==> config.mk <==
export PLATFORM = sky130hd
export DESIGN_NAME = draw_rect_flat
export DESIGN_NICKNAME = d
export VERILOG_FILES = /design/src/rtl/draw_rect_if.sv /design/src/rtl/draw_rect.sv /design/src/flat_wrapper.sv
export SDC_FILE = /design/constraint.sdc
export NUM_CORES = 1
export LEC_CHECK = 0
export ABC_CLOCK_PERIOD_IN_PS = 2200
export CAP_MARGIN = 20
export CORE_AREA = 8 8 74 140
export CTS_CLUSTER_SIZE = 8
export DETAILED_ROUTE_END_ITERATION = 10
export DIE_AREA = 0 0 82 148
export PLACE_DENSITY_LB_ADDON = 0.05
export SKIP_CTS_REPAIR_TIMING = 1
export SLEW_MARGIN = 5
export SYNTH_ARGS = -nofsm -noshare
export SYNTH_HDL_FRONTEND = slang
export SYNTH_SLANG_ARGS = --single-unit
export TNS_END_PERCENT = 30
==> constraint.sdc <==
create_clock -name clk -period 2.2 [get_ports clk]
set_clock_uncertainty 0.15 [all_clocks]
set_input_delay 0.55 -clock clk [delete_from_list [all_inputs] [get_ports clk]]
set_output_delay 0.55 -clock clk [all_outputs]
set_load 0.005 [all_outputs]
==> src/rtl/draw_rect_if.sv <==
// Handshake and pixel bus between game logic (master) and the rectangle
// rasteriser (slave).
interface draw_rect_if #(
  parameter int X_W      = 8,
  parameter int Y_W      = 7,
  parameter int SIZE_W   = 5,
  parameter int COLOUR_W = 3
);
  logic                start;
  logic [X_W-1:0]      x_origin;
  logic [Y_W-1:0]      y_origin;
  logic [SIZE_W-1:0]   rect_w;
  logic [SIZE_W-1:0]   rect_h;
  logic [COLOUR_W-1:0] colour;
  logic [1:0]          mode;
  logic                busy;
  logic                done;
  logic                plot;
  logic [X_W-1:0]      x_out;
  logic [Y_W-1:0]      y_out;
  logic [COLOUR_W-1:0] colour_out;

  modport master (
    output start, x_origin, y_origin, rect_w, rect_h, colour, mode,
    input  busy, done, plot, x_out, y_out, colour_out
  );

  modport slave (
    input  start, x_origin, y_origin, rect_w, rect_h, colour, mode,
    output busy, done, plot, x_out, y_out, colour_out
  );
endinterface

==> src/rtl/draw_rect.sv <==
// Rectangle rasteriser: latches a request on start, then walks the rectangle
// in raster order, one registered pixel per clock, in fill / outline / erase.
module draw_rect #(
  parameter int                 X_W       = 8,
  parameter int                 Y_W       = 7,
  parameter int                 SIZE_W    = 5,
  parameter int                 COLOUR_W  = 3,
  parameter logic [COLOUR_W-1:0] BG_COLOUR = '0
) (
  input  logic        clk,
  input  logic        reset_n,
  draw_rect_if.slave  bus
);

  typedef enum logic [1:0] {IDLE, DRAW, FINISH} state_t;

  state_t              state;
  logic [X_W-1:0]      x0;
  logic [Y_W-1:0]      y0;
  logic [SIZE_W-1:0]   w;
  logic [SIZE_W-1:0]   h;
  logic [COLOUR_W-1:0] col;
  logic                outline;
  logic [SIZE_W-1:0]   cx;
  logic [SIZE_W-1:0]   cy;

  logic last_col;
  logic last_row;
  logic edge_px;

  // Position flags for the current pixel; edge_px drives the outline mask.
  always_comb begin
    last_col = (cx == w - SIZE_W'(1));
    last_row = (cy == h - SIZE_W'(1));
    edge_px  = (cx == '0) || last_col || (cy == '0) || last_row;
  end

  // Control FSM with registered pixel outputs. The !done guard in IDLE drops
  // a start that arrives in the same cycle as the completion pulse.
  always_ff @(posedge clk) begin
    if (!reset_n) begin
      state          <= IDLE;
      x0             <= '0;
      y0             <= '0;
      w              <= '0;
      h              <= '0;
      col            <= '0;
      outline        <= 1'b0;
      cx             <= '0;
      cy             <= '0;
      bus.busy       <= 1'b0;
      bus.done       <= 1'b0;
      bus.plot       <= 1'b0;
      bus.x_out      <= '0;
      bus.y_out      <= '0;
      bus.colour_out <= '0;
    end else begin
      case (state)
        IDLE: begin
          bus.done <= 1'b0;
          if (bus.start && !bus.done) begin
            x0       <= bus.x_origin;
            y0       <= bus.y_origin;
            w        <= bus.rect_w;
            h        <= bus.rect_h;
            col      <= (bus.mode == 2'b10) ? BG_COLOUR : bus.colour;
            outline  <= (bus.mode == 2'b01);
            cx       <= '0;
            cy       <= '0;
            bus.busy <= 1'b1;
            state    <= (bus.rect_w == '0 || bus.rect_h == '0) ? FINISH : DRAW;
          end
        end
        DRAW: begin
          bus.plot       <= !outline || edge_px;
          bus.x_out      <= x0 + X_W'(cx);
          bus.y_out      <= y0 + Y_W'(cy);
          bus.colour_out <= col;
          if (last_col) begin
            cx <= '0;
            if (last_row) state <= FINISH;
            else          cy    <= cy + SIZE_W'(1);
          end else begin
            cx <= cx + SIZE_W'(1);
          end
        end
        FINISH: begin
          bus.done       <= 1'b1;
          bus.busy       <= 1'b0;
          bus.plot       <= 1'b0;
          bus.x_out      <= '0;
          bus.y_out      <= '0;
          bus.colour_out <= '0;
          state          <= IDLE;
        end
        default: state <= IDLE;
      endcase
    end
  end

endmodule

==> src/flat_wrapper.sv <==
// flat-port wrapper written by rule: the top's interface ports become plain ports
module draw_rect_flat 
#(
  parameter int                 X_W       = 8,
  parameter int                 Y_W       = 7,
  parameter int                 SIZE_W    = 5,
  parameter int                 COLOUR_W  = 3,
  parameter logic [COLOUR_W-1:0] BG_COLOUR = '0
)
  (clk, reset_n, bus_start, bus_x_origin, bus_y_origin, bus_rect_w, bus_rect_h, bus_colour, bus_mode, bus_busy, bus_done, bus_plot, bus_x_out, bus_y_out, bus_colour_out);
  draw_rect_if #(.X_W(X_W), .Y_W(Y_W), .SIZE_W(SIZE_W), .COLOUR_W(COLOUR_W)) bus_i ();
  input  logic clk;
  input  logic reset_n;
  input wire logic [$bits(bus_i.start)-1:0] bus_start;
  input wire logic [$bits(bus_i.x_origin)-1:0] bus_x_origin;
  input wire logic [$bits(bus_i.y_origin)-1:0] bus_y_origin;
  input wire logic [$bits(bus_i.rect_w)-1:0] bus_rect_w;
  input wire logic [$bits(bus_i.rect_h)-1:0] bus_rect_h;
  input wire logic [$bits(bus_i.colour)-1:0] bus_colour;
  input wire logic [$bits(bus_i.mode)-1:0] bus_mode;
  output wire logic [$bits(bus_i.busy)-1:0] bus_busy;
  output wire logic [$bits(bus_i.done)-1:0] bus_done;
  output wire logic [$bits(bus_i.plot)-1:0] bus_plot;
  output wire logic [$bits(bus_i.x_out)-1:0] bus_x_out;
  output wire logic [$bits(bus_i.y_out)-1:0] bus_y_out;
  output wire logic [$bits(bus_i.colour_out)-1:0] bus_colour_out;
  assign bus_i.start = bus_start;
  assign bus_i.x_origin = bus_x_origin;
  assign bus_i.y_origin = bus_y_origin;
  assign bus_i.rect_w = bus_rect_w;
  assign bus_i.rect_h = bus_rect_h;
  assign bus_i.colour = bus_colour;
  assign bus_i.mode = bus_mode;
  assign bus_busy = bus_i.busy;
  assign bus_done = bus_i.done;
  assign bus_plot = bus_i.plot;
  assign bus_x_out = bus_i.x_out;
  assign bus_y_out = bus_i.y_out;
  assign bus_colour_out = bus_i.colour_out;
  draw_rect #(.X_W(X_W), .Y_W(Y_W), .SIZE_W(SIZE_W), .COLOUR_W(COLOUR_W), .BG_COLOUR(BG_COLOUR)) u_core (.clk(clk), .reset_n(reset_n), .bus(bus_i));
endmodule
==> impl_results.md <==
* ANT nets after route at 0
* Register area share after synthesis at a little under two fifths
* Die X at 82 um
* Setup-failing EPs final at 0
* Fin. Hold Viols at 0
* GPL Wtd Cong at approximately 0.80
* Clock latency on the worst-skew pair at 0.33 ns
* Clock transition at the registers of the reported paths at ~0.05 ns
* Vias at roughly 2900
* All-layer global routing usage at around 15%
* Die Area at approximately 12000 um2
* Max_slew headroom at a little under three fifths
* Slew @ Worst Pin at between 0.6 and 0.7 ns
* Final setup margin at 0.0973 ns
* RSZ-0062 raised after global routing: true
* Antenna violations before repair at 0
* DR iter-0 viols at 97
* DR pass1 iterations at 4
* Clk buf depth at 2
* Rows at 48
* Post-synth EDFFs at 0
* Starting Density at about two fifths
* Clock Sink Count at between 60 and 70
* Worst Min Path Start: u_core.col[0]
* Setup crit end kind: flop
* Pwr dens at 1040 nW/um2
* Slowest CP cell: a2111oi_4
* Status: finished clean
* # DRC at 0
* Multi-input gate area at 1980 um2
* Most frequent cells in the layout: nand2_1, dfxtp_1, clkdlybuf4s50_1
* Buffer and inverter count on the worst path at 2
* Setup TNS at 0 ns
* CTS root buffer: clkbuf_16
* Vias per Instance at 5.09
* Top FF cell, synth: dfxtp_1
* Max Cap Viol at 0
* Cell Area, Placed at 4180 um2
* Warnings from Yosys at 0
* H-tree levels at 3
* Die Span Y at 148 um
* Synthesized net count at about 440
* Largest net degree at the start of global routing at 45
* Worst setup SP type: flop
* Internal reg-to-reg setup slack at approximately 0.097 ns
* R2r startpoint: u_core.h[0]
* Post-placement cell count at roughly 560
* Clock buffer count from CTS at 9
* Synth-to-layout area growth at 35.6%
* Post-Route WL at 8.74 mm
* Fraction of layout cells with a size suffix above 1 at 14.0%
* FFs w/ async S/R, synth at 0%
* Max Clock Freq at about 480 MHz
* Mean Syn Cell Area at 8.54 um2
* First-pass GRT wire length at ~14 mm
* Peak supply drop at 0.640 mV
* Cell Chain, Critical Path: inv_1, ha_4, xor2_1, nand2_1, a2111oi_4, buf_4, o21a_1, nor3_2, mux2i_1
* Vias in the first global route at around 3000
* Fillers at 859
* Core area at 8530 um2
* Worst slack, placed at -0.157 ns
* Detailed Place HPWL at 6.75 mm
* Hold depth at 2
* Layout Cells excl Fill at approximately 570
* GRT overflow at 0
* Final #Nets at around 520
* FF/Latch Area at about 1200 um2
* Most common cell after layout, fill and taps aside: nand2_1
* CP Max Fanout at 3
* Req. time, crit path at between 2 and 2.5 ns
* Antenna Cells at 0
* Cells after synthesis at just under 400
* Slew Limit Fails at 0
* Reg2Reg Depth at 9
* CTS tree: done
* Tot Pwr at ~4.7 mW
* Top delay family on crit path: compound AO/OA/AOI/OAI gates
* I/O Buffers at between 50 and 60
* Slowest stage delay, CP at approximately 0.36 ns
* IO Pins at 54
* Period utilization at between 90 and 100%
* Mapped Area at 3310 um2
* Static Leakage at around 1.8 nW
* Unique cell type count in the Yosys netlist at 47
* Reg2reg end: u_core.cy[4]
* WL per Instance at between 15 and 20 um
* Worst Hold End: u_core.col[0]
* CP arrival at 2.17 ns
* Worst setup path category: reg -> reg
* Hold Path Class: reg -> reg
* Fin area at 4490 um2
* FF+latch count, synth at 62
* Min Clock Period, post-route at 2.10 ns
[metrics by stage]
step | hold slack, ns | util (%)
after floorplan | 0.291 | -
after global placement | 0.300 | 49.0
after detailed placement | 0.307 | 49.0
after CTS | 0.314 | 51.8
after global routing | 0.351 | 52.7
final | 0.311 | 52.7
[sequential cells by signal, summed over array words and instances (netlist names), 3 cells and up]
register,count
u_core.y0,7
u_core.col,3
u_core.x0,8
u_core.cx,5
u_core.bus.colour_out,3
u_core.bus.y_out,7
u_core.w,5
u_core.h,5
u_core.bus.x_out,8
u_core.cy,5
[area by class of cell]
| class | count | share of cell area, % |
|---|---|---|
| sequential | 62 | 27.7 |
| timing repair buffer | 89 | 18.1 |
| clock buffer | 10 | 5.10 |
| inverter | 23 | 1.92 |
| clock inverter | 3 | 0.334 |
| tap | 100 | 2.79 |
| multi-input combinational | 284 | 44.1 |
[how the worst max path moves through the flow]
stage / cells past startpoint / slack (ns) / endpoint / from
floorplan: 8 / 0.07 / u_core.state[0] / u_core.h[0]
global placement: 8 / -0.15 / u_core.cx[4] / bus_start
detailed placement: 8 / -0.16 / u_core.cx[4] / bus_start
CTS: 8 / -0.05 / u_core.cy[4] / u_core.w[1]
global route: 6 / 0.009 / u_core.cx[0] / u_core.state[0]
finish: 9 / 0.1 / u_core.cy[4] / u_core.h[0]
[logic make-up after synthesis]
| group | after synthesis | synth area share, % |
|---|---|---|
| adders and majority gates | 21 | 8.39 |
| DFF | 62 | 37.5 |
| AOI/OAI and AO/OA | 89 | 19.5 |
| buffers and inverters | 42 | 5.02 |
| muxes | 6 | 1.96 |
| and+or+nand+nor | 144 | 21.3 |
| xor gates and xnor gates | 24 | 6.35 |
[power breakdown]
part	leakage, nW	total [mW]	switching (mW)	internal [mW]
registers	0.506	1.47	0.140	1.33
clock network	0.124	1.22	0.481	0.735
logic	1.14	1.97	1.07	0.896
total	1.77	4.65	1.69	2.96
[layer usage]
metal | wire length (um) | GRT usage (%)
met4 | 164 | 7.43
met3 | 329 | 2.92
met2 | 4890 | 28.4
met1 | 3360 | 15.2
met5 | 0 | 0
[worst reg2reg max path, cell delays in order (launching register included)]
cell	delay [ns]
dfxtp_2	0.32
inv_1	0.06
ha_4	0.26
xor2_1	0.15
nand2_1	0.11
a2111oi_4	0.36
buf_4	0.19
o21a_1	0.17
nor3_2	0.07
mux2i_1	0.14
[Yosys cell counts, drive strengths merged (11+ instances only)]
master | count | area, um2
clkbuf | 16 | 60.1
inv | 23 | 86.3
nand2 | 72 | 273
and2 | 11 | 68.8
nor2b | 15 | 93.8
xor2 | 12 | 105
ha | 19 | 238
a21boi | 30 | 225
xnor2 | 12 | 105
dfxtp | 62 | 1240
a21oi | 12 | 60.1
Note: power is estimated with default switching activity, not from simulation.
